### src/rtl/order_dispatch_if.sv
// Bundle between the order dispatcher and its host / order cache / compute engine.
// Strobes are single-cycle pulses with no back-pressure: task_start, calc_done, pop_order_en,
// task_done and task_error are each acted on in the cycle they are high; order/id are valid
// in the cycle after pop_order_en; there is no ready, so a pulse sent while the receiver
// cannot use it is dropped.
interface order_dispatch_if #(
  parameter int ADDR_W = 9
);
  logic              task_start;
  logic [2:0]        order;
  logic [7:0]        id;
  logic              calc_done;
  logic              pop_order_en;
  logic              busy;
  logic              task_done;
  logic              task_error;
  logic [1:0]        err_code;
  logic [ADDR_W:0]   order_count;
  logic [7:0]        current_id;

  modport master (
    input  task_start, order, id, calc_done,
    output pop_order_en, busy, task_done, task_error, err_code, order_count, current_id
  );

  modport slave (
    output task_start, order, id, calc_done,
    input  pop_order_en, busy, task_done, task_error, err_code, order_count, current_id
  );
endinterface

### src/rtl/order_dispatch.sv
// Read-side sequencer for the order cache: pops orders one at a time, waits for the
// compute engine on each, and ends on the END order (code 5) or on an error.
module order_dispatch #(
  parameter int                   ADDR_W    = 9,
  parameter int                   TIMEOUT_W = 24,
  parameter logic [TIMEOUT_W-1:0] TIMEOUT   = '1
) (
  input  logic              system_clk,
  input  logic              rst,
  order_dispatch_if.master  bus,
  output logic [2:0]        dbg_state_o
);

  typedef enum logic [2:0] {
    S_IDLE   = 3'd0,
    S_POP    = 3'd1,
    S_CHECK  = 3'd2,
    S_WAIT   = 3'd3,
    S_FINISH = 3'd4,
    S_FAIL   = 3'd5
  } state_e;

  // order_count is one bit wider than ADDR_W so it can hold MAX_ORDERS itself.
  localparam logic [ADDR_W:0] MAX_CNT = {1'b1, {ADDR_W{1'b0}}};

  localparam logic [1:0] ERR_NONE    = 2'd0;
  localparam logic [1:0] ERR_ILLEGAL = 2'd1;
  localparam logic [1:0] ERR_TIMEOUT = 2'd2;
  localparam logic [1:0] ERR_OVERRUN = 2'd3;

  state_e                state_q, state_d;
  logic [1:0]            err_q, err_d;
  logic [ADDR_W:0]       cnt_q, cnt_d;
  logic [7:0]            id_q, id_d;
  logic                  flag_q, flag_d;
  logic [TIMEOUT_W-1:0]  wd_q, wd_d;

  always_ff @(posedge system_clk or posedge rst) begin
    if (rst) begin
      state_q <= S_IDLE;
      err_q   <= ERR_NONE;
      cnt_q   <= '0;
      id_q    <= '0;
      flag_q  <= 1'b0;
      wd_q    <= '0;
    end else begin
      state_q <= state_d;
      err_q   <= err_d;
      cnt_q   <= cnt_d;
      id_q    <= id_d;
      flag_q  <= flag_d;
      wd_q    <= wd_d;
    end
  end

  always_comb begin
    state_d = state_q;
    err_d   = err_q;
    cnt_d   = cnt_q;
    id_d    = id_q;
    flag_d  = flag_q;
    wd_d    = wd_q;
    case (state_q)
      S_IDLE: begin
        if (bus.task_start) begin
          state_d = S_POP;
          err_d   = ERR_NONE;
          cnt_d   = '0;
          flag_d  = 1'b0;
          wd_d    = '0;
        end
      end
      S_POP: begin
        if (cnt_q != MAX_CNT) cnt_d = cnt_q + (ADDR_W+1)'(1);
        state_d = S_CHECK;
      end
      S_CHECK: begin
        id_d = bus.id;
        wd_d = '0;
        // Remember a same-cycle completion so a one-cycle engine is not missed in WAIT.
        if (bus.calc_done) flag_d = 1'b1;
        case (bus.order)
          3'd5:                      state_d = S_FINISH;
          3'd1, 3'd2, 3'd3, 3'd4:    state_d = S_WAIT;
          default: begin
            state_d = S_FAIL;
            err_d   = ERR_ILLEGAL;
          end
        endcase
      end
      S_WAIT: begin
        if (flag_q || bus.calc_done) begin
          flag_d = 1'b0;
          wd_d   = '0;
          if (cnt_q == MAX_CNT) begin
            state_d = S_FAIL;
            err_d   = ERR_OVERRUN;
          end else begin
            state_d = S_POP;
          end
        end else if (wd_q == TIMEOUT) begin
          state_d = S_FAIL;
          err_d   = ERR_TIMEOUT;
        end else begin
          wd_d = wd_q + TIMEOUT_W'(1);
        end
      end
      S_FINISH: state_d = S_IDLE;
      S_FAIL:   state_d = S_IDLE;
      default:  state_d = S_IDLE;
    endcase
  end

  always_comb begin
    bus.pop_order_en = (state_q == S_POP);
    bus.busy         = (state_q != S_IDLE);
    bus.task_done    = (state_q == S_FINISH);
    bus.task_error   = (state_q == S_FAIL);
    bus.err_code     = err_q;
    bus.order_count  = cnt_q;
    bus.current_id   = id_q;
    dbg_state_o      = state_q;
  end

endmodule

### src/flat_wrapper.sv
// flat-port wrapper written by rule: the top's interface ports become plain ports
module order_dispatch_flat 
#(
  parameter int                   ADDR_W    = 9,
  parameter int                   TIMEOUT_W = 24,
  parameter logic [TIMEOUT_W-1:0] TIMEOUT   = '1
)
  (system_clk, rst, dbg_state_o, bus_task_start, bus_order, bus_id, bus_calc_done, bus_pop_order_en, bus_busy, bus_task_done, bus_task_error, bus_err_code, bus_order_count, bus_current_id);
  order_dispatch_if #(.ADDR_W(ADDR_W)) bus_i ();
  input  logic system_clk;
  input  logic rst;
  output logic [2:0] dbg_state_o;
  input wire logic [$bits(bus_i.task_start)-1:0] bus_task_start;
  input wire logic [$bits(bus_i.order)-1:0] bus_order;
  input wire logic [$bits(bus_i.id)-1:0] bus_id;
  input wire logic [$bits(bus_i.calc_done)-1:0] bus_calc_done;
  output wire logic [$bits(bus_i.pop_order_en)-1:0] bus_pop_order_en;
  output wire logic [$bits(bus_i.busy)-1:0] bus_busy;
  output wire logic [$bits(bus_i.task_done)-1:0] bus_task_done;
  output wire logic [$bits(bus_i.task_error)-1:0] bus_task_error;
  output wire logic [$bits(bus_i.err_code)-1:0] bus_err_code;
  output wire logic [$bits(bus_i.order_count)-1:0] bus_order_count;
  output wire logic [$bits(bus_i.current_id)-1:0] bus_current_id;
  assign bus_i.task_start = bus_task_start;
  assign bus_i.order = bus_order;
  assign bus_i.id = bus_id;
  assign bus_i.calc_done = bus_calc_done;
  assign bus_pop_order_en = bus_i.pop_order_en;
  assign bus_busy = bus_i.busy;
  assign bus_task_done = bus_i.task_done;
  assign bus_task_error = bus_i.task_error;
  assign bus_err_code = bus_i.err_code;
  assign bus_order_count = bus_i.order_count;
  assign bus_current_id = bus_i.current_id;
  order_dispatch #(.ADDR_W(ADDR_W), .TIMEOUT_W(TIMEOUT_W), .TIMEOUT(TIMEOUT)) u_core (.system_clk(system_clk), .rst(rst), .bus(bus_i), .dbg_state_o(dbg_state_o));
endmodule
### config.mk
export PLATFORM = sky130hd
export DESIGN_NAME = order_dispatch_flat
export DESIGN_NICKNAME = d
export VERILOG_FILES = /design/src/rtl/order_dispatch_if.sv /design/src/rtl/order_dispatch.sv /design/src/flat_wrapper.sv
export SDC_FILE = /design/constraint.sdc
export NUM_CORES = 1
export LEC_CHECK = 0
export BUFFER_PORTS_ARGS = -buffer_cell sky130_fd_sc_hd__buf_2
export CORE_MARGIN = 2
export CORE_UTILIZATION = 53
export CTS_BUF_LIST = sky130_fd_sc_hd__clkbuf_2 sky130_fd_sc_hd__clkbuf_4 sky130_fd_sc_hd__clkbuf_8
export DETAILED_ROUTE_END_ITERATION = 10
export GPL_TIMING_DRIVEN = 0
export MAX_ROUTING_LAYER = met4
export PLACE_DENSITY = 0.91
export SLEW_MARGIN = 20
export SYNTH_ARGS = -nofsm -noshare
export SYNTH_HDL_FRONTEND = slang
export SYNTH_SLANG_ARGS = --single-unit
### constraint.sdc
create_clock -name system_clk -period 2.2 [get_ports system_clk]
set_clock_uncertainty 0.1 [all_clocks]
set_input_delay 0.44 -clock system_clk [delete_from_list [all_inputs] [get_ports system_clk]]
set_output_delay 0.44 -clock system_clk [all_outputs]
set_load 0.01 [all_outputs]
# ---- Yosys cells after proc, flatten, opt, wreduce, memory -nomap -nowiden
# Cells that the tools add are included.
dict set report totals {
  reg_bits 48
  in_bits 15
  out_inout_bits 27
  elab_cells 64
}
dict set report op_classes {
  n_mux 23
  add_sub_neg 2
  reduce_logical 12
  eq_ne 21
}
# op n
set ops {}
lappend ops {{$mux 24} 3}
lappend ops {{$pmux 24 s3} 1}
lappend ops {{$add 24x1->24 const B} 1}
lappend ops {{$eq 24x24->1 const B} 1}
lappend ops {{$mux 10} 2}
lappend ops {{$pmux 10 s2} 1}
lappend ops {{$eq 3x2->1 const B} 4}
lappend ops {{$eq 3x3->1 const B} 4}
lappend ops {{$mux 3} 4}
lappend ops {{$pmux 3 s4} 1}
lappend ops {{$add 10x1->10 const B} 1}
lappend ops {{$eq 10x10->1 const B} 1}
lappend ops {{$mux 2} 5}
lappend ops {{$ne 10x10->1 const B} 1}
lappend ops {{$eq 3x1->1 const B} 2}
lappend ops {{$ne 2x2->1 const B} 3}
lappend ops {{$pmux 2 s3} 1}
lappend ops {{$pmux 3 s2} 1}
lappend ops {{$reduce_and 3->1} 2}
lappend ops {{$reduce_bool 3->1} 2}
lappend ops {{$reduce_and 5->1} 1}
lappend ops {{$reduce_or 5->1} 1}
lappend ops {{$ne 2x1->1 const B} 2}
lappend ops {{$reduce_and 4->1} 1}
lappend ops {{other kinds (10)} 12}

# ---- Longest topological paths before layout
dict set report depth {
  word_depth 4
  mapped_depth 8
  ltp_nobuf 7
}

# ---- Worst setup path before layout
# No wires, ideal clock.
dict set report synth_path {
  kind {flip-flop to flip-flop}
  startpoint {reg u_core.cnt_q[0] (netlist: u_core.bus.order_count[0])}
  endpoint {reg u_core.cnt_q[8] (netlist: u_core.bus.order_count[8])}
  setup_ns 0.078
  path_slack_ns 0.060
  arrival_time_ns 1.962
  path_stages_with_launch 8
  t_required_ns 2.022
  path_buffers 0
  period_less_slack_ns 2.140
  cell_sequence {dfrtp_1 -> inv_1 -> ha_1 -> nor4b_1 -> a41oi_2 -> nand2_1 -> or4_1 -> a21oi_1}
}
dict set report synth_between {
  elab_chain_cells 3
  word_cells_on_any_way 6
  cone_classes {add/sub (1); eq/ne (2); mux (2); reduce/logical (1)}
}
# element line
set synth_lines {}
lappend synth_lines {{start: declaration} order_dispatch.sv:33} ;# logic [ADDR_W:0] cnt_q, cnt_d;
lappend synth_lines {{start signal: assignment} order_dispatch.sv:49} ;# cnt_q <= cnt_d;
lappend synth_lines {{$add 10x1->10 / $ne 10x10->1 (equally long branches)} order_dispatch.sv:74} ;# if (cnt_q != MAX_CNT) cnt_d = cnt_q + (ADDR_W+1)'(1);
lappend synth_lines {{$mux 10 / $ne 2x1->1 (equally long branches)} -}
lappend synth_lines {{$pmux 10 s2 / $reduce_and 3->1 (equally long branches)} -}
# Parallel ways exist; a longest one is shown, timed or not. The select of a mux whose other input is x is not followed.
# A chain may end at the register's enable or synchronous reset.

# ---- Final worst setup path
dict set report layout_path {
  startpoint {reg u_core.state_q[1] (netlist: u_core.dbg_state_o[1])}
  endpoint {reg u_core.wd_q[8]}
}
dict set report layout_between {
  elab_chain_cells 3
  word_cells_on_any_way 8
  cone_classes {eq/ne (4); mux (1); reduce/logical (3)}
}
# element line
set layout_lines {}
lappend layout_lines {{start: declaration} order_dispatch.sv:31} ;# state_e state_q, state_d;
lappend layout_lines {{start signal: assignment} order_dispatch.sv:47} ;# state_q <= state_d;
lappend layout_lines {{$eq 3x2->1 / $logic_not 3->1 (equally long branches)} order_dispatch.sv:63} ;# case (state_q)
lappend layout_lines {{$ne 3x2->1 (no source line), or another cell as far along} -}
lappend layout_lines {{$reduce_and 3->1 (no source line)} -}
lappend layout_lines {{end signal: assignment} order_dispatch.sv:52} ;# wd_q <= wd_d;
lappend layout_lines {{end: declaration} order_dispatch.sv:36} ;# logic [TIMEOUT_W-1:0] wd_q, wd_d;
# Parallel ways exist; a longest one is shown, timed or not.

==> impl_metrics.env <==
export IMPL_gr_usage_all_layers_pct=25.9
export IMPL_final_util_pct=66.8
export IMPL_p_int_uw=1840
export IMPL_viasPerCell=6.19
export IMPL_numCtsBuffers=5
export IMPL_period_needed_ns=2.17
export IMPL_status="finished, final reports clean"
export IMPL_p_comb_share_pct=39.4
export IMPL_reg2reg_slack_ns=0.03
export IMPL_drc=0
export IMPL_rsz0062_at_grt="true"
export IMPL_cts_sinks=48
export IMPL_tightestPinTransition_ns=0.775
export IMPL_grt_pass1_wl_mm=10.7
export IMPL_end_kind="flop"
export IMPL_synth_edff_count=0
export IMPL_cts_tree="done"
export IMPL_hold_viol_final=0
export IMPL_die_area_sq_um=5490
export IMPL_syn2layout_area_growth_pct=21.1
export IMPL_wl_per_cell_microns=17.7
export IMPL_detail_route_antenna_nets=0
export IMPL_setup_viol=0
export IMPL_num_antenna_cells=0
export IMPL_ir_drop_uv=876
export IMPL_grtUsageMet2_pct=43.2
export IMPL_worstHoldPathType="input pin to asynchronous set/reset pin"
export IMPL_antenna_found_initial=0
export IMPL_met3_usage_pct=2.98
export IMPL_num_io_pins=42
export IMPL_nets=346
export IMPL_grt_pass1_vias=2306
export IMPL_maxCapViolations=0
export IMPL_initial_core_util_pct=55.1
export IMPL_grt_busiest_layer="met2"
export IMPL_p_seq_share_pct=39.6
export IMPL_syn_area_per_cell_sq_um=9.43
export IMPL_rows=25
export IMPL_worstReg2RegEnd="u_core.wd_q[8]$_DFFE_PP0P_"
export IMPL_maxSlewViolCount=0
export IMPL_synth_top_area_share_pct=46.1
export IMPL_hpwl_mm=4.73
export IMPL_gr_total_overflow=0
export IMPL_syn_area_sq_um=2600
export IMPL_htree_num_levels=2
export IMPL_crit_required_ns=2.35
export IMPL_die_w_microns=74.1
export IMPL_slew_headroom_pct=48.1
export IMPL_ys_seq_area_share_pct=46.1
export IMPL_reg2reg_depth=6
export IMPL_period_share_pct=98.4
export IMPL_yosysTopAreaCell="dfrtp_1"
export IMPL_routabilityCongestion=0.896
export IMPL_crit_reg2reg_launch="u_core.dbg_state_o[1]$_DFFE_PP0P_"
export IMPL_clk_pin_slew_ns=0.09
export IMPL_fmax_mhz=462
export IMPL_arrival_ns=2.31
export IMPL_drive_above_1_share_pct=28.0
export IMPL_path_max_fanout=10
export IMPL_leakagePower_uw=0.00139
export IMPL_grtUsageMet1_pct=32.4
export IMPL_grt_max_degree=27
export IMPL_pwr_share_clk_pct=21.0
export IMPL_cts_root_buf="clkbuf_8"
export IMPL_finalPower_uw=3040
export IMPL_numPortBuffers=41
export IMPL_clk_latency_ns=0.30
export IMPL_postSynthCellCount=276
export IMPL_syn_nets=294
export IMPL_die_y_microns=74.1
export IMPL_ys_top_cells_by_area="dfrtp_1 46%, nor2_1 5.0%, xnor2_1 4.7%"
export IMPL_vias=2453
export IMPL_swShare_pct=39.3
export IMPL_coreArea_sq_um=4720
export IMPL_finalWirelength_mm=6.99
export IMPL_cts_max_path_buffers=2
export IMPL_power_switching_uw=1200
export IMPL_first_iter_violations=318
export IMPL_synth_async_reset_ratio_pct=100
export IMPL_crit_end="u_core.wd_q[8]$_DFFE_PP0P_"
export IMPL_worstSetupStartpointType="flop"
export IMPL_synth_seq_cells=48
export IMPL_setup_worst_path_class="flop to flop"
export IMPL_first_pass_iters=5
export IMPL_ys_types=48
export IMPL_startpoint="u_core.dbg_state_o[1]$_DFFE_PP0P_"
export IMPL_ys_flop_type="dfrtp_1"
export IMPL_p_per_area_nw_per_um2=964
export IMPL_yosys_warnings=0
## routing by layer
metal  vias up  wire length, microns
li1       1112                     -
met1      1192                  2810
met2       132                  3650
met3        17                   396
met4         0                   133
met5         -                     0
## critical path, stage by stage (launching register included)
cell	delay [ns]
dfrtp_1	0.40
clkbuf_4	0.19
o21ai_1	0.48
nor2_1	0.13
buf_2	0.21
or4_1	0.52
nand2_1	0.08
## cell usage after synthesis, drive strengths merged (4+ instances only)
library cell / number
a2111oi: 6
a21oi: 7
a31oi: 4
and3: 7
buf: 5
dfrtp: 48
inv: 12
mux2: 8
nand2: 26
nand3: 17
nand4: 14
nor2: 35
nor3: 4
nor4: 5
o211ai: 5
o21ai: 9
or3: 4
or4: 5
xnor2: 14
xor2: 6
## power by group through the flow
| stage | clock (uW) | combinational (uW) | sequential (uW) |
|---|---|---|---|
| floorplan | 0 | 677 | 1240 |
| global placement | 0 | 1070 | 1190 |
| detailed placement | 0 | 1120 | 1200 |
| CTS | 647 | 1140 | 1190 |
| global route | 670 | 1300 | 1220 |
| finish | 639 | 1200 | 1200 |
## cell type report
cell class,instances,area [sq um]
Fill cell,342,1570
Clock inverter,2,35.0
Multi-Input combinational cell,209,1420
Sequential cell,48,1200
Tap cell,67,83.8
Clock buffer,6,76.3
Buffer,7,40.0
Inverter,12,45.0
Timing Repair Buffer,45,255
## how the worst min path moves through the flow
stage / depth (start not counted) / end / startpoint
4_1_cts: 2 / u_core.bus.current_id[2]$_DFFE_PP0P_ / rst
3_3_place_gp: 1 / u_core.bus.current_id[5]$_DFFE_PP0P_ / u_core.bus.current_id[5]$_DFFE_PP0P_
5_1_grt: 2 / u_core.bus.current_id[4]$_DFFE_PP0P_ / rst
2_1_floorplan: 1 / u_core.wd_q[22]$_DFFE_PP0P_ / u_core.wd_q[22]$_DFFE_PP0P_
3_5_place_dp: 1 / u_core.bus.current_id[0]$_DFFE_PP0P_ / u_core.bus.current_id[0]$_DFFE_PP0P_
6_report: 2 / u_core.bus.order_count[0]$_DFFE_PP0P_ / rst
## metrics by stage
step / worst slack [ns] / hold WS [ns] / TNS (ns) / instances / area [sq um]
6_report: 0.0343 / 0.102 / 0 / 396 / 3150
2_1_floorplan: 0.0601 / 0.375 / 0 / 276 / 2600
3_3_place_gp: -0.0458 / 0.386 / -2.20 / 384 / 2890
3_5_place_dp: -0.113 / 0.394 / -0.616 / 385 / 2920
5_1_grt: -0.0578 / 0.157 / -0.154 / 396 / 3150
4_1_cts: -0.0139 / 0.116 / -0.0243 / 393 / 3050
## kinds of logic (layout without fill, tap and decap cells)
logic type	after synthesis	after routing	share of synthesized area (%)
AO/OA/AOI/OAI	44	44	12.6
flip-flops	48	48	46.1
AND/OR/NAND/NOR	133	133	26.3
XOR/XNOR	20	20	6.73
multiplexers	9	9	3.84
adder cells (fa/ha/maj)	3	3	1.44
buffers and inverters	19	72	2.93
## flip-flops by register name, indices dropped and copies added, names as in the netlist
signal	flops
u_core.dbg_state_o	3
u_core.flag_q	1
u_core.bus.current_id	8
u_core.bus.err_code	2
u_core.wd_q	24
u_core.bus.order_count	10
## cell usage in the layout (no fill, tap or decap), types with 2 or more instances in the layout
master,instances
a2111oi_2,6
a211oi_1,3
a21oi_1,6
a31oi_1,4
and2_1,3
and3_1,7
and4_1,2
buf_2,44
buf_4,4
clkbuf_2,2
clkbuf_4,2
clkbuf_8,5
dfrtp_1,46
dfrtp_2,2
ha_1,3
inv_1,11
mux2_2,8
nand2_1,25
nand3_1,16
nand4_1,13
nor2_1,35
nor2b_1,3
nor3_1,3
nor3b_1,2
nor4_1,3
nor4_4,2
o211ai_1,5
o21ai_0,7
o31ai_1,2
or3_1,4
or4_1,4
xnor2_1,14
xor2_1,6
## timing repair
action | CTS | global route
endpoints found under the setup margin | 18 | 34
pin swaps | 3 | 3
cloned | 0 | 0
hold buffers | 0 | 0
setup buffers | 0 | 3
gates resized for setup | 6 | 21
Note: power is estimated with default switching activity, not from simulation.
